--- src/rtl/sonar_scan_sequencer.sv ---
// Round-robin ultrasonic scan sequencer sharing one pwm_measure block.
// Triggers each sensor in turn, times out silent ones, latches distances.
module sonar_scan_sequencer #(
  parameter int N_SENSORS      = 4,
  parameter int TRIG_CYCLES    = 1000,
  parameter int TIMEOUT_CYCLES = 4000000,
  parameter int SETTLE_CYCLES  = 2,
  parameter int GAP_CYCLES     = 100000
) (
  input  logic                     clk,
  input  logic                     reset,
  input  logic                     enable,
  input  logic [N_SENSORS-1:0]     echo_in,
  output logic [N_SENSORS-1:0]     trig_out,
  output logic                     meas_pwm,
  output logic                     meas_reset,
  input  logic [7:0]               meas_distance,
  output logic [8*N_SENSORS-1:0]   dist_out,
  output logic [N_SENSORS-1:0]     dist_valid,
  output logic [N_SENSORS-1:0]     timeout_flag,
  output logic [$clog2(N_SENSORS)-1:0] cur_sel,
  output logic                     scan_done
);

  localparam int SW = $clog2(N_SENSORS);
  localparam logic [31:0] TRIG_LAST = 32'(TRIG_CYCLES - 1);
  localparam logic [31:0] TO_LAST   = 32'(TIMEOUT_CYCLES - 1);
  localparam logic [31:0] SET_LAST  = 32'(SETTLE_CYCLES - 1);
  localparam logic [31:0] GAP_LAST  = 32'(GAP_CYCLES - 1);
  localparam logic [SW-1:0] SEL_LAST = SW'(N_SENSORS - 1);

  typedef enum logic [2:0] {
    IDLE, CLEAR, TRIG, WAIT_RISE, WAIT_FALL, SETTLE, GAP
  } state_t;

  state_t state;
  logic [N_SENSORS-1:0] sync1, sync2, sync3;
  logic [31:0] cnt;
  logic echo_sel, echo_prev, rise, fall;

  assign echo_sel  = sync2[cur_sel];
  assign echo_prev = sync3[cur_sel];
  assign rise      = echo_sel & ~echo_prev;
  assign fall      = ~echo_sel & echo_prev;

  always_ff @(posedge clk or posedge reset) begin
    if (reset) begin
      sync1 <= '0;
      sync2 <= '0;
      sync3 <= '0;
    end else begin
      sync1 <= echo_in;
      sync2 <= sync1;
      sync3 <= sync2;
    end
  end

  always_ff @(posedge clk or posedge reset) begin
    if (reset) begin
      state        <= IDLE;
      cur_sel      <= '0;
      cnt          <= '0;
      trig_out     <= '0;
      meas_pwm     <= 1'b0;
      meas_reset   <= 1'b0;
      scan_done    <= 1'b0;
      dist_out     <= '0;
      dist_valid   <= '0;
      timeout_flag <= '0;
    end else begin
      scan_done  <= 1'b0;
      meas_reset <= 1'b0;
      meas_pwm   <= 1'b0;
      unique case (state)
        IDLE: begin
          if (enable) begin
            cur_sel    <= '0;
            cnt        <= '0;
            meas_reset <= 1'b1;
            state      <= CLEAR;
          end
        end
        CLEAR: begin
          trig_out[cur_sel] <= 1'b1;
          cnt               <= '0;
          state             <= TRIG;
        end
        TRIG: begin
          if (cnt == TRIG_LAST) begin
            trig_out <= '0;
            cnt      <= '0;
            state    <= WAIT_RISE;
          end else begin
            cnt <= cnt + 32'd1;
          end
        end
        WAIT_RISE, WAIT_FALL: begin
          meas_pwm <= echo_sel;
          // edges take priority over an expiring timeout
          if (state == WAIT_RISE && rise) begin
            cnt   <= cnt + 32'd1;
            state <= WAIT_FALL;
          end else if (state == WAIT_FALL && fall) begin
            cnt   <= '0;
            state <= SETTLE;
          end else if (cnt >= TO_LAST) begin
            dist_out[int'(cur_sel)*8 +: 8] <= 8'hFF;
            dist_valid[cur_sel]   <= 1'b0;
            timeout_flag[cur_sel] <= 1'b1;
            cnt   <= '0;
            state <= GAP;
          end else begin
            cnt <= cnt + 32'd1;
          end
        end
        SETTLE: begin
          meas_pwm <= echo_sel;
          if (cnt == SET_LAST) begin
            dist_out[int'(cur_sel)*8 +: 8] <= meas_distance;
            dist_valid[cur_sel]   <= 1'b1;
            timeout_flag[cur_sel] <= 1'b0;
            cnt   <= '0;
            state <= GAP;
          end else begin
            cnt <= cnt + 32'd1;
          end
        end
        GAP: begin
          if (cnt == GAP_LAST) begin
            cnt <= '0;
            if (cur_sel != SEL_LAST) begin
              cur_sel    <= cur_sel + 1'b1;
              meas_reset <= 1'b1;
              state      <= CLEAR;
            end else begin
              scan_done <= 1'b1;
              cur_sel   <= '0;
              if (enable) begin
                meas_reset <= 1'b1;
                state      <= CLEAR;
              end else begin
                state <= IDLE;
              end
            end
          end else begin
            cnt <= cnt + 32'd1;
          end
        end
        default: state <= IDLE;
      endcase
    end
  end

endmodule

--- config.mk ---
export PLATFORM = sky130hd
export DESIGN_NAME = sonar_scan_sequencer
export DESIGN_NICKNAME = d
export VERILOG_FILES = /design/src/rtl/sonar_scan_sequencer.sv
export SDC_FILE = /design/constraint.sdc
export NUM_CORES = 1
export LEC_CHECK = 0
export ABC_CLOCK_PERIOD_IN_PS = 5100
export BUFFER_PORTS_ARGS = -buffer_cell sky130_fd_sc_hd__buf_2
export CORE_MARGIN = 2
export CORE_UTILIZATION = 50
export CTS_CLUSTER_SIZE = 16
export DETAILED_ROUTE_END_ITERATION = 12
export PLACE_DENSITY = 0.76
export SLEW_MARGIN = 20
export SYNTH_ARGS = -nofsm -noshare
export SYNTH_HDL_FRONTEND = slang
export SYNTH_SLANG_ARGS = --single-unit
--- constraint.sdc ---
create_clock -name clk -period 5.1 [get_ports clk]
set_input_delay 0.765 -clock clk [delete_from_list [all_inputs] [get_ports clk]]
set_output_delay 0.765 -clock clk [all_outputs]
set_load 0.005 [all_outputs]
After elaboration in Yosys (flattened, before gate mapping) --
Cells that the tools add are included.
Cells by class: $lt $le $gt $ge 3, multiplexer cells 55, reductions and logical operators 15, shift operators 3, add/subtract/negate cells 3, equality and inequality tests 18, bitwise operators 10
Operators by type and width (number):
- 32-bit two-way mux | 11
- 32-bit case mux with 6 select lines | 1
- 32-bit bitwise mux | 2
- 32-bit case mux with 2 select lines | 1
- 4-bit two-way mux | 9
- 5-bit negation with 33-bit output | 1
- 8-bit by 33-bit variable shift with 32-bit output, first input constant | 1
- 8-bit by 33-bit indexed part select with 32-bit output | 1
- 8-bit by 33-bit indexed part select with 32-bit output, first input constant | 1
- 32-bit by 1-bit adder with 32-bit output, second input constant | 1
- 32-bit by 1-bit equality test with 1-bit output, second input constant | 1
- 32-bit by 10-bit equality test with 1-bit output, second input constant | 1
- 32-bit by 17-bit equality test with 1-bit output, second input constant | 1
- 32-bit by 22-bit >= comparator with 1-bit output, second input constant | 1
- 4-bit case mux with 2 select lines | 3
- 3-bit two-way mux | 7
- 3-bit case mux with 6 select lines | 1
- 2-bit inequality test, second input constant | 8
- 1-bit two-way mux | 12
- 4-bit bitwise OR | 3
- 5-bit AND reduction | 2
- 3-bit equality test, second input constant | 3
- 4-bit AND | 2
- 3-bit by 2-bit equality test with 1-bit output, second input constant | 2
- 21 further kinds | 31
Word-level totals: logic and storage cells 120, bits in registers 96, output and inout port bits 49, bits of input ports 15

Depth between registers and ports, before layout --
Gate-level depths: netlist of the first run.
depth in word-level cells 10, depth in mapped cells 9, gate-level depth less buffers 7

Worst setup path after synthesis of the first run --
OpenSTA, ideal clock, no wires.
kind register -> register, start reg cur_sel[0], end reg cnt[1], stages on the path, launching flop included 9, path buffers 2, arrival 2.341 ns, slack 2.616 ns, setup time 0.144 ns, required time 4.956 ns, period minus slack after synthesis 2.484 ns, path through dfrtp_1 > mux4_2 > or4b_1 > o2111ai_1 > o211ai_2 > buf_6 > nor3_4 > buf_6 > o22ai_1
On the way: cells in the longest elaborated chain, start to end 8, elaborated cells between the ends (all ways) 13, those cells by class mux (7); bitwise (4); reduce/logical (2)
Ends and longest elaborated chain:
- start, declared | line 21 | output logic [$clog2(N_SENSORS)-1:0] cur_sel,
- start signal, assigned | line 132 | cur_sel <= cur_sel + 1'b1;
- 1-bit binary-select mux with 2-bit select | line 41 | assign echo_sel = sync2[cur_sel];
- 1-bit two-way mux (not written as such) | line 41
- 1-bit NOT | line 44 | assign fall = ~echo_sel & echo_prev;
- 1-bit AND | line 44
- 1-bit logical AND | line 103 | end else if (state == WAIT_FALL && fall) begin
- 32-bit two-way mux | line 103
- 32-bit two-way mux * | line 100 | if (state == WAIT_RISE && rise) begin
- 32-bit case mux with 6 select lines * | line 74 | unique case (state)
- end signal, assigned | line 94 | cnt <= cnt + 32'd1;
- end signal, assigned | line 101 | cnt <= cnt + 32'd1;
- end signal, assigned | line 113 | cnt <= cnt + 32'd1;
- end, declared | line 38 | logic [31:0] cnt;
Every way passes the cells marked *; elsewhere a longest branch is shown, timed or not. The select of a mux whose other input is x is not followed. A chain may end at the register's enable or synchronous reset.

Worst setup path in the final report of the first run --
start reg state[2], end reg cnt[25]
On the way: cells in the longest elaborated chain, start to end 5, elaborated cells between the ends (all ways) 16, those cells by class eq/ne (7); mux (3); reduce/logical (6)
Ends and longest elaborated chain:
- start, declared | line 36 | state_t state;
- start signal, assigned | line 60 | state <= IDLE;
- start signal, assigned | line 80 | state <= CLEAR;
- start signal, assigned | line 86 | state <= TRIG;
- 3-bit equality test | line 74, 103
- 1-bit logical AND | line 103
- 32-bit two-way mux | line 103
- 32-bit two-way mux | line 100
- 32-bit case mux with 6 select lines | line 74
Parallel ways exist; a longest one is shown, timed or not.

==> impl_metrics.json, run 1 <==
{
  "drt-pass1-iter-count": 5,
  "num-nets-final": 579,
  "area_growth_pct": 11.7,
  "setup.worst_path.class": "reg2reg",
  "tightest_slew_ns": 1.02,
  "syn_nets": 530,
  "worst_r2r_path_depth": 5,
  "p_int_mw": 1.65,
  "power.leakage_nw": 2.45,
  "status": "finished, final reports clean",
  "holdBufCountCts": 0,
  "cts_resized": 0,
  "reg2reg_to": "cnt[25]$_DFFE_PP0P_",
  "boundaryPins": 64,
  "start_kind": "flop",
  "p_sw_mw": 1.15,
  "ys_seq_area_share_pct": 47.4,
  "min_period_ns": 3.30,
  "vdd_drop_max_mv": 0.310,
  "port_buffers": 63,
  "clk_pin_slew_ns": 0.10,
  "holdCritPathClass": "reg2reg",
  "antenna_found_initial": 0,
  "layoutNonFillerInstCount": 695,
  "drtIter0Drc": 270,
  "synth-async-reset-ratio_pct": 100,
  "drive_gt1_share_pct": 20.8,
  "fmax_mhz": 303,
  "die_x_um": 105,
  "n_antenna_cell": 0,
  "gp_congestion": 0.882,
  "r2r_start": "state[2]$_DFFE_PP0P_",
  "ys_warn_count": 0,
  "finalClockSkew_ns": 0.0115,
  "cp-endpoint": "cnt[25]$_DFFE_PP0P_",
  "finalMaxSlewViolations": 0,
  "cts_root_buf": "clkbuf_8",
  "synth_area_um2": 5070,
  "seqPwrFrac_pct": 39.3,
  "synth_ff_type": "dfrtp_1",
  "clock_latency_ns": 0.37,
  "hpwl_mm": 8.29,
  "power_mw": 2.80,
  "grt_pass1_vias": 4106,
  "finalSetupViolCount": 0,
  "vias": 4149,
  "routed_wl_mm": 12.0,
  "htreeDepth": 3,
  "p_sw_share_pct": 41.2,
  "arrival_ns": 3.59,
  "rows": 36,
  "final_area_um2": 5670,
  "drt-wirelength-per-cell_um": 17.3,
  "slew_headroom_pct": 31.9,
  "tns_ns": 0,
  "ant_nets": 0,
  "drcViolationCount": 0,
  "numCtsBuffers": 9,
  "placed_area_um2": 5430,
  "post_cts_buffers": 0,
  "p_per_area_nw_per_um2": 494,
  "synth.ff_latch_count": 96,
  "die-area_um2": 11000,
  "dp_slack_ns": 1.70,
  "crit_start": "state[2]$_DFFE_PP0P_",
  "grt_pass1_wl_mm": 20.2,
  "maxCapViolations": 0,
  "cts_tree": "built",
  "pwr-share-clk_pct": 19.9,
  "r2r_setup_slack_ns": 1.80,
  "cts_sinks": 96,
  "coreArea_um2": 9820,
  "syn_avg_cell_area_um2": 9.97,
  "cp-end-kind": "flop",
  "synth_edf_count": 0,
  "die_h_um": 105,
  "required_ns": 5.40,
  "hold_viol": 0,
  "viasPerCell": 5.97,
  "overflow": 0,
  "ctsLongestPathBuffers": 2,
  "placed_cells": 679,
  "grt_start_max_net_pins": 52,
  "track_usage_pct": 22.9,
  "synth_cells": 509,
  "yosysUniqueCellTypes": 57,
  "finalCritPeriodShare_pct": 64.6,
  "rsz0062_at_grt": "no",
  "initial_core_util_pct": 51.7,
  "setup_slack_ns": 1.80,
  "p_comb_share_pct": 40.8,
  "path_max_fanout": 22
}
state kept, by name (all words and copies together) (netlist names), named ones only:
register	count
cur_sel	2
meas_reset	1
sync2	4
sync3	4
scan_done	1
meas_pwm	1
dist_out	32
sync1	4
cnt	32
trig_out	4
state	3
layer usage:
layer | part of all wire (%) | global-route usage, % | up-vias
met3 | 6.1 | 5.86 | 21
met4 | 1.6 | 7.05 | 0
met1 | 42 | 29.6 | 2037
met2 | 50 | 38.0 | 144
li1 | - | - | 1947
met5 | 0 | 0 | -
area by class of cell:
class	instances	area [um2]
sequential	96	2400
fill	857	4150
clock buffer	9	124
tap	133	166
timing repair buffer	68	359
multi-input combinational	335	2340
clock inverter	6	92.6
inverter	48	183
critical path, cell delays in order, from the launching register on:
cell	delay, ns
dfrtp_1	0.73
nand3_1	0.79
nor2_2	1.06
nor4_4	0.20
clkbuf_8	0.25
o22ai_1	0.18
power by group through the flow:
stage	clock network [mW]	logic [mW]	registers (mW)
4_1_cts	0.565	1.12	1.10
5_1_grt	0.594	1.26	1.13
3_3_place_gp	0	1.08	1.10
2_1_floorplan	0	0.847	1.06
6_report	0.557	1.14	1.10
3_5_place_dp	0	1.12	1.11
synthesized netlist by cell type (all sizes together), types with 2 or more instances:
cell | count | area (um2)
o311ai | 5 | 43.8
and3b | 2 | 17.5
nand2b | 3 | 26.3
nand3 | 23 | 115
a21oi | 35 | 175
and2 | 4 | 25.0
and4b | 2 | 20.0
dfrtp | 96 | 2400
o31ai | 13 | 97.6
buf | 17 | 126
nor3 | 13 | 76.3
nand2 | 32 | 120
o32ai | 8 | 85.1
and3 | 6 | 37.5
o2111ai | 2 | 17.5
inv | 48 | 180
nor3b | 3 | 22.5
mux2 | 9 | 101
nor4 | 20 | 174
a31oi | 8 | 50.1
or3 | 2 | 12.5
and4 | 4 | 35.0
or4 | 2 | 18.8
o22ai | 4 | 25.0
a211oi | 2 | 25.0
o211ai | 3 | 27.5
ha | 6 | 75.1
clkbuf | 13 | 48.8
xor2 | 3 | 26.3
a21o | 4 | 30.0
o21ai | 30 | 150
o31a | 2 | 17.5
nor2 | 25 | 96.4
xnor2 | 2 | 17.5
mux4 | 2 | 45.0
nor2b | 2 | 12.5
or2 | 2 | 12.5
mux2i | 37 | 370
nand4 | 9 | 56.3
through the flow:
step           util (%)  hold slack, ns
4_1_cts            57.5           0.361
3_3_place_gp       55.3           0.334
3_5_place_dp       55.3           0.340
2_1_floorplan         -           0.331
5_1_grt            57.7           0.363
6_report           57.7           0.358
layout by cell type (no fill, tap or decap), drive strengths merged, types with 3 or more instances in the layout:
cell type / count
xor2: 3
nor4: 20
clkbuf: 10
nand2: 32
mux2i: 37
and4: 4
mux2: 9
o211ai: 3
nand2b: 3
a31oi: 8
inv: 50
o32ai: 8
a21oi: 35
nand4: 9
o21ai: 30
o31ai: 13
a21o: 4
ha: 6
dfrtp: 96
and2: 4
o311ai: 5
nand3: 23
o22ai: 4
nor3: 13
and3: 6
buf: 67
nor2: 25
nor3b: 3
logic make-up (layout without fill, tap and decap cells):
kind of cell	after synthesis	in the layout	synth area share [%]
simple gates	155	155	17.5
compound gates	121	121	15.6
flops	96	96	47.4
buf+inv	78	131	7.01
mux	48	48	10.2
fa+ha+maj	6	6	1.48
xor+xnor	5	5	0.864
how the worst min path moves through the flow:
stage / from / end / slack (ns) / cells after the start
floorplan: sync1[0]$_DFF_PP0_ / sync2[0]$_DFF_PP0_ / 0.33 / 0
global placement: sync1[0]$_DFF_PP0_ / sync2[0]$_DFF_PP0_ / 0.33 / 0
detailed placement: sync1[0]$_DFF_PP0_ / sync2[0]$_DFF_PP0_ / 0.34 / 0
CTS: sync1[3]$_DFF_PP0_ / sync2[3]$_DFF_PP0_ / 0.36 / 0
global route: sync1[3]$_DFF_PP0_ / sync2[3]$_DFF_PP0_ / 0.36 / 0
finish: sync1[3]$_DFF_PP0_ / sync2[3]$_DFF_PP0_ / 0.36 / 0
Power figures use the tool's default switching activity.
==> inputs of run 2 (changes only) <==
--- a/config.mk
+++ b/config.mk
@@ -5,7 +5,7 @@
 export SDC_FILE = /design/constraint.sdc
 export NUM_CORES = 1
 export LEC_CHECK = 0
-export ABC_CLOCK_PERIOD_IN_PS = 5100
+export ABC_CLOCK_PERIOD_IN_PS = 3200
 export BUFFER_PORTS_ARGS = -buffer_cell sky130_fd_sc_hd__buf_2
 export CORE_MARGIN = 2
 export CORE_UTILIZATION = 50
==> constraint.sdc (replaced) <==
create_clock -name clk -period 3.2 [get_ports clk]
set_input_delay 0.48 -clock clk [delete_from_list [all_inputs] [get_ports clk]]
set_output_delay 0.48 -clock clk [all_outputs]
set_load 0.005 [all_outputs]
==> run 2 against run 1 <==
Compared with the run above: highest routed layer unchanged; critical endpoint is now cnt[8]$_DFFE_PP0P_; clock skew increased by 0.0074 ns; sequential share of layout area decreased by 0.40 points; total power increased by 59%; final area increased by 0.95%; register-to-register slack got worse by 1.5 ns; utilization increased by 0.55 points; worst setup slack got worse by 1.5 ns; routed wire length increased by 1.4%; non-clock buffer count increased by 12; flip-flop and latch count unchanged.
==> impl_metrics.json, run 2 (synthesis gave the netlist of run 1 again) <==
{
  "drcViolationCount": 0,
  "clk_pin_slew_ns": 0.10,
  "grt_start_max_net_pins": 60,
  "rsz0062_at_grt": "no",
  "final_common_cell": "dfrtp_1",
  "vdd_drop_max_mv": 0.407,
  "slowest_delay_ns": 0.44,
  "arrival_ns": 3.09,
  "port_buffers": 63,
  "wl_met1_mm": 5.29,
  "holdBufCountCts": 0,
  "die_h_um": 105,
  "slew_headroom_pct": 34.8,
  "coreArea_um2": 9820,
  "required_ns": 3.43,
  "top_regs": "cnt: 32 flops, dist_out: 32 flops",
  "hpwl_mm": 8.53,
  "antenna_found_initial": 0,
  "min_period_ns": 2.87,
  "power.leakage_nw": 2.51,
  "status": "finished, final reports clean",
  "overflow": 0,
  "cp-end-kind": "flop",
  "boundaryPins": 64,
  "ctsLongestPathBuffers": 2,
  "cts_root_buf": "clkbuf_8",
  "tightest_slew_ns": 0.976,
  "drt-wirelength-per-cell_um": 17.3,
  "power_mw": 4.46,
  "drt-pass1-iter-count": 5,
  "htreeDepth": 3,
  "drive_gt1_share_pct": 22.1,
  "clock_latency_ns": 0.37,
  "wl_met2_mm": 6.02,
  "final.fill_count": 849,
  "holdCritPathClass": "in2reg",
  "finalSetupViolCount": 0,
  "post_cts_buffers": 0,
  "grt_pass1_wl_mm": 20.8,
  "cts_tree": "built",
  "placed_cells": 692,
  "drtIter0Drc": 398,
  "cts_sinks": 96,
  "finalMaxSlewViolations": 0,
  "ant_nets": 0,
  "final_cell_mix": "dfrtp_1, buf_2, inv_1",
  "crit_path_cell_trace": "nor4_1, nand3_1, nor4_2, a211oi_2, buf_4, nor4_4, buf_4, o21ai_0",
  "tns_ns": 0,
  "maxCapViolations": 0,
  "die_x_um": 105,
  "numCtsBuffers": 9,
  "rows": 36,
  "vias": 4265,
  "viasPerCell": 6.03,
  "finalClockSkew_ns": 0.0189,
  "crit_path_frequent_cell": "buf_4",
  "hold_ws_ns": 0.215,
  "track_usage_pct": 23.2,
  "hold_viol": 0,
  "gp_congestion": 0.874,
  "cpMaxStageDelayCell": "dfrtp_1",
  "fmax_mhz": 349,
  "n_antenna_cell": 0,
  "finalCritPeriodShare_pct": 89.6,
  "final_util_pct": 58.3,
  "grt_pass1_vias": 4172,
  "area_growth_pct": 12.8,
  "p_per_area_nw_per_um2": 779,
  "die-area_um2": 11000,
  "setup.worst_path.class": "reg2reg",
  "routed_wl_mm": 12.2,
  "layoutNonFillerInstCount": 707,
  "initial_core_util_pct": 51.7,
  "start_kind": "flop",
  "cts_resized": 0,
  "path_max_fanout": 12,
  "routed.top_layer": "met4",
  "num-nets-final": 591,
  "routed-wl-met3_um": 774
}
[run 2: final cells by class]
class | count | area [um2] | share of cell area, %
sequential | 96 | 2400 | 42.0
multi-input combinational | 335 | 2330 | 40.8
timing repair buffer | 80 | 443 | 7.74
inverter | 48 | 183 | 3.19
tap | 133 | 166 | 2.91
clock buffer | 10 | 128 | 2.23
clock inverter | 5 | 65.1 | 1.14
[run 2: worst max-delay path: cells and delay by family, from the launching register on]
kind	cells	cell delay, ns
compound gates	2	0.39
buf+inv	2	0.49
flops	1	0.44
simple gates	4	1.39
[run 2: stage by stage]
| step | setup slack, ns | area, um2 |
|---|---|---|
| 2_1_floorplan | 0.215 | 5070 |
| 3_3_place_gp | 0.501 | 5530 |
| 3_5_place_dp | 0.350 | 5530 |
| 4_1_cts | 0.350 | 5720 |
| 5_1_grt | 0.122 | 5720 |
| 6_report | 0.332 | 5720 |
[run 2: path summary, 6_finish.rpt]
path / depth (start not counted) / slack [ns] / endpoint / startpoint
setup reg to reg: 8 / 0.33 / cnt[8]$_DFFE_PP0P_ / cnt[26]$_DFFE_PP0P_
min in group asynchronous: 2 / 0.24 / cnt[28]$_DFFE_PP0P_ / reset
max in group asynchronous: 3 / 2.20 / asynchronous set/reset pin / reset
setup / recovery: 8 / 0.33 / cnt[8]$_DFFE_PP0P_ / cnt[26]$_DFFE_PP0P_
hold / removal: 1 / 0.22 / sync1[2]$_DFF_PP0_ / echo_in[2]
hold reg to reg: 0 / 0.36 / sync2[0]$_DFF_PP0_ / sync1[0]$_DFF_PP0_
[run 2: routing by layer]
metal  track usage (%)  vias to the layer above
met5                 0                        -
met1              31.5                     2113
met4              6.10                        0
met3              4.43                       11
met2              38.2                      171
li1                  -                     1970
[run 2: power breakdown]
part           total, mW  internal [mW]  switching [mW]
registers           1.74           1.49           0.251
clock network      0.803          0.366           0.437
logic               1.92          0.758            1.16
total               4.46           2.61            1.85
==> inputs of run 3 (changes only) <==
--- a/config.mk
+++ b/config.mk
@@ -7,11 +7,13 @@
 export LEC_CHECK = 0
 export ABC_CLOCK_PERIOD_IN_PS = 3200
 export BUFFER_PORTS_ARGS = -buffer_cell sky130_fd_sc_hd__buf_2
+export CELL_PAD_IN_SITES_DETAIL_PLACEMENT = 1
+export CELL_PAD_IN_SITES_GLOBAL_PLACEMENT = 1
 export CORE_MARGIN = 2
-export CORE_UTILIZATION = 50
+export CORE_UTILIZATION = 45
 export CTS_CLUSTER_SIZE = 16
 export DETAILED_ROUTE_END_ITERATION = 12
-export PLACE_DENSITY = 0.76
+export PLACE_DENSITY = 0.85
 export SLEW_MARGIN = 20
 export SYNTH_ARGS = -nofsm -noshare
 export SYNTH_HDL_FRONTEND = slang
==> run 3 against run 2 <==
Compared with the run above: final area grew 2.6%; clock skew decreased by 0.012 ns; largest power group unchanged; fmax decreased by 4.6%; sequential share of layout area down 1.0 points; flip-flop and latch count stayed put.
==> impl_metrics.json, run 3 (synthesis gave the netlist of run 1 again) <==
{
  "p_sw_mw": 2.02,
  "slew_headroom_pct": 30.2,
  "placed_area_um2": 5550,
  "ant_nets": 0,
  "r2r_setup_slack_ns": 0.19,
  "cts_tree": "built",
  "crit_start": "cnt[26]$_DFFE_PP0P_",
  "hold_end": "sync1[0]$_DFF_PP0_",
  "n_antenna_cell": 0,
  "pwr-share-clk_pct": 23.3,
  "finalMaxSlewViolations": 0,
  "rows": 38,
  "placed_cells": 700,
  "drcViolationCount": 0,
  "die-area_um2": 12100,
  "reg2reg_to": "dist_out[29]$_DFFE_PP0P_",
  "hpwl_mm": 10.1,
  "finalClockSkew_ns": 0.00714,
  "finalCritPeriodShare_pct": 93.9,
  "power.leakage_nw": 2.57,
  "viasPerCell": 6.09,
  "numCtsBuffers": 9,
  "cpLargestDelayFamily": "simple AND/OR/NAND/NOR gates",
  "port_buffers": 63,
  "area_growth_pct": 15.7,
  "arrival_ns": 3.27,
  "overflow": 0,
  "p_comb_share_pct": 41.7,
  "die_h_um": 110,
  "coreArea_um2": 10900,
  "initial_core_util_pct": 46.4,
  "top_regs": "cnt: 32 flops, dist_out: 32 flops",
  "final_common_cell": "dfrtp_1",
  "tightest_slew_ns": 1.05,
  "p_int_mw": 2.91,
  "slowest_delay_ns": 0.49,
  "min_period_ns": 3.01,
  "clk_pin_slew_ns": 0.07,
  "rsz0062_at_grt": "no",
  "power_mw": 4.93,
  "worst_r2r_path_depth": 7,
  "post_cts_buffers": 0,
  "start_kind": "flop",
  "crit_path_cell_trace": "nor4_1, nand3_1, nor4_2, o211ai_1, nor3_2, buf_4, mux2i_1",
  "final_cell_mix": "dfrtp_1, buf_2, inv_1",
  "cp-end-kind": "flop",
  "boundaryPins": 64,
  "drt-wirelength-per-cell_um": 21.0,
  "holdCritPathClass": "in2reg",
  "path_max_fanout": 8,
  "cpMaxStageDelayCell": "nor4_1",
  "final_area_um2": 5870,
  "fmax_mhz": 333,
  "layoutNonFillerInstCount": 716,
  "track_usage_pct": 26.3,
  "maxCapViolations": 0,
  "grt_pass1_vias": 4616,
  "drive_gt1_share_pct": 22.4,
  "status": "finished, final reports clean",
  "p_per_area_nw_per_um2": 840,
  "r2r_start": "cnt[26]$_DFFE_PP0P_",
  "drtIter0Drc": 185,
  "cp_num_buf_inv": 1,
  "cts_root_buf": "clkbuf_16",
  "required_ns": 3.46,
  "whs_path_depth": 1,
  "vias": 4364,
  "hold_viol": 0,
  "grt_start_max_net_pins": 50,
  "gp_congestion": 0.825,
  "p_sw_share_pct": 41.0,
  "antenna_found_initial": 0,
  "routed_wl_mm": 15.1,
  "drt-pass1-iter-count": 4,
  "htreeDepth": 3,
  "clock_latency_ns": 0.35,
  "cts_sinks": 96,
  "die_x_um": 110,
  "ctsLongestPathBuffers": 2,
  "hp-start": "echo_in[0]",
  "tns_ns": 0,
  "finalSetupViolCount": 0,
  "vdd_drop_max_mv": 0.472,
  "seqPwrFrac_pct": 35.0,
  "setup.worst_path.class": "reg2reg",
  "num-nets-final": 592,
  "grt_pass1_wl_mm": 24.5
}
-- run 3: power groups by stage --
stage | Combinational (mW) | Sequential, mW | Clock [mW]
after floorplan | 1.35 | 1.68 | 0
after global placement | 1.91 | 1.71 | 0
after detailed placement | 2.00 | 1.73 | 0
after CTS | 2.03 | 1.72 | 1.16
after global routing | 2.23 | 1.76 | 1.21
final | 2.06 | 1.72 | 1.15
-- run 3: how the worst max path moves through the flow --
stage                                      end  cells past startpoint
floorplan           asynchronous set/reset pin                      1
global placement           cnt[28]$_DFFE_PP0P_                      7
detailed placement    dist_out[29]$_DFFE_PP0P_                      7
CTS                   dist_out[30]$_DFFE_PP0P_                      7
global route          dist_out[30]$_DFFE_PP0P_                      7
finish                dist_out[29]$_DFFE_PP0P_                      7
-- run 3: routing by layer --
metal	part of all wire [%]	GRT usage, %
met2	52	44.7
met3	4.6	5.11
met5	0	0
met4	1.5	7.59
met1	42	34.3
-- run 3: timing repair --
item / in CTS / in global routing
hold buffers: 0 / 0
setup endpoints to repair: 0 / 6
resized for setup: 0 / 1
-- run 3: layout make-up --
cell class	instances	area, um2
flip-flops and latches	96	2400
clock buffers	11	253
clock inverters	5	63.8
well taps	140	175
inverters	48	181
repair buffers	81	463
multi-input cells	335	2330
fillers	1244	5070
-- run 3: per-stage QoR --
stage               utilization (%)  setup WS, ns  hold slack, ns
floorplan                         -         0.215           0.331
CTS                            53.6         0.125           0.226
detailed placement             50.7         0.243           0.336
global route                   53.7        0.0773           0.224
global placement               50.7         0.391           0.332
finish                         53.7         0.194           0.233
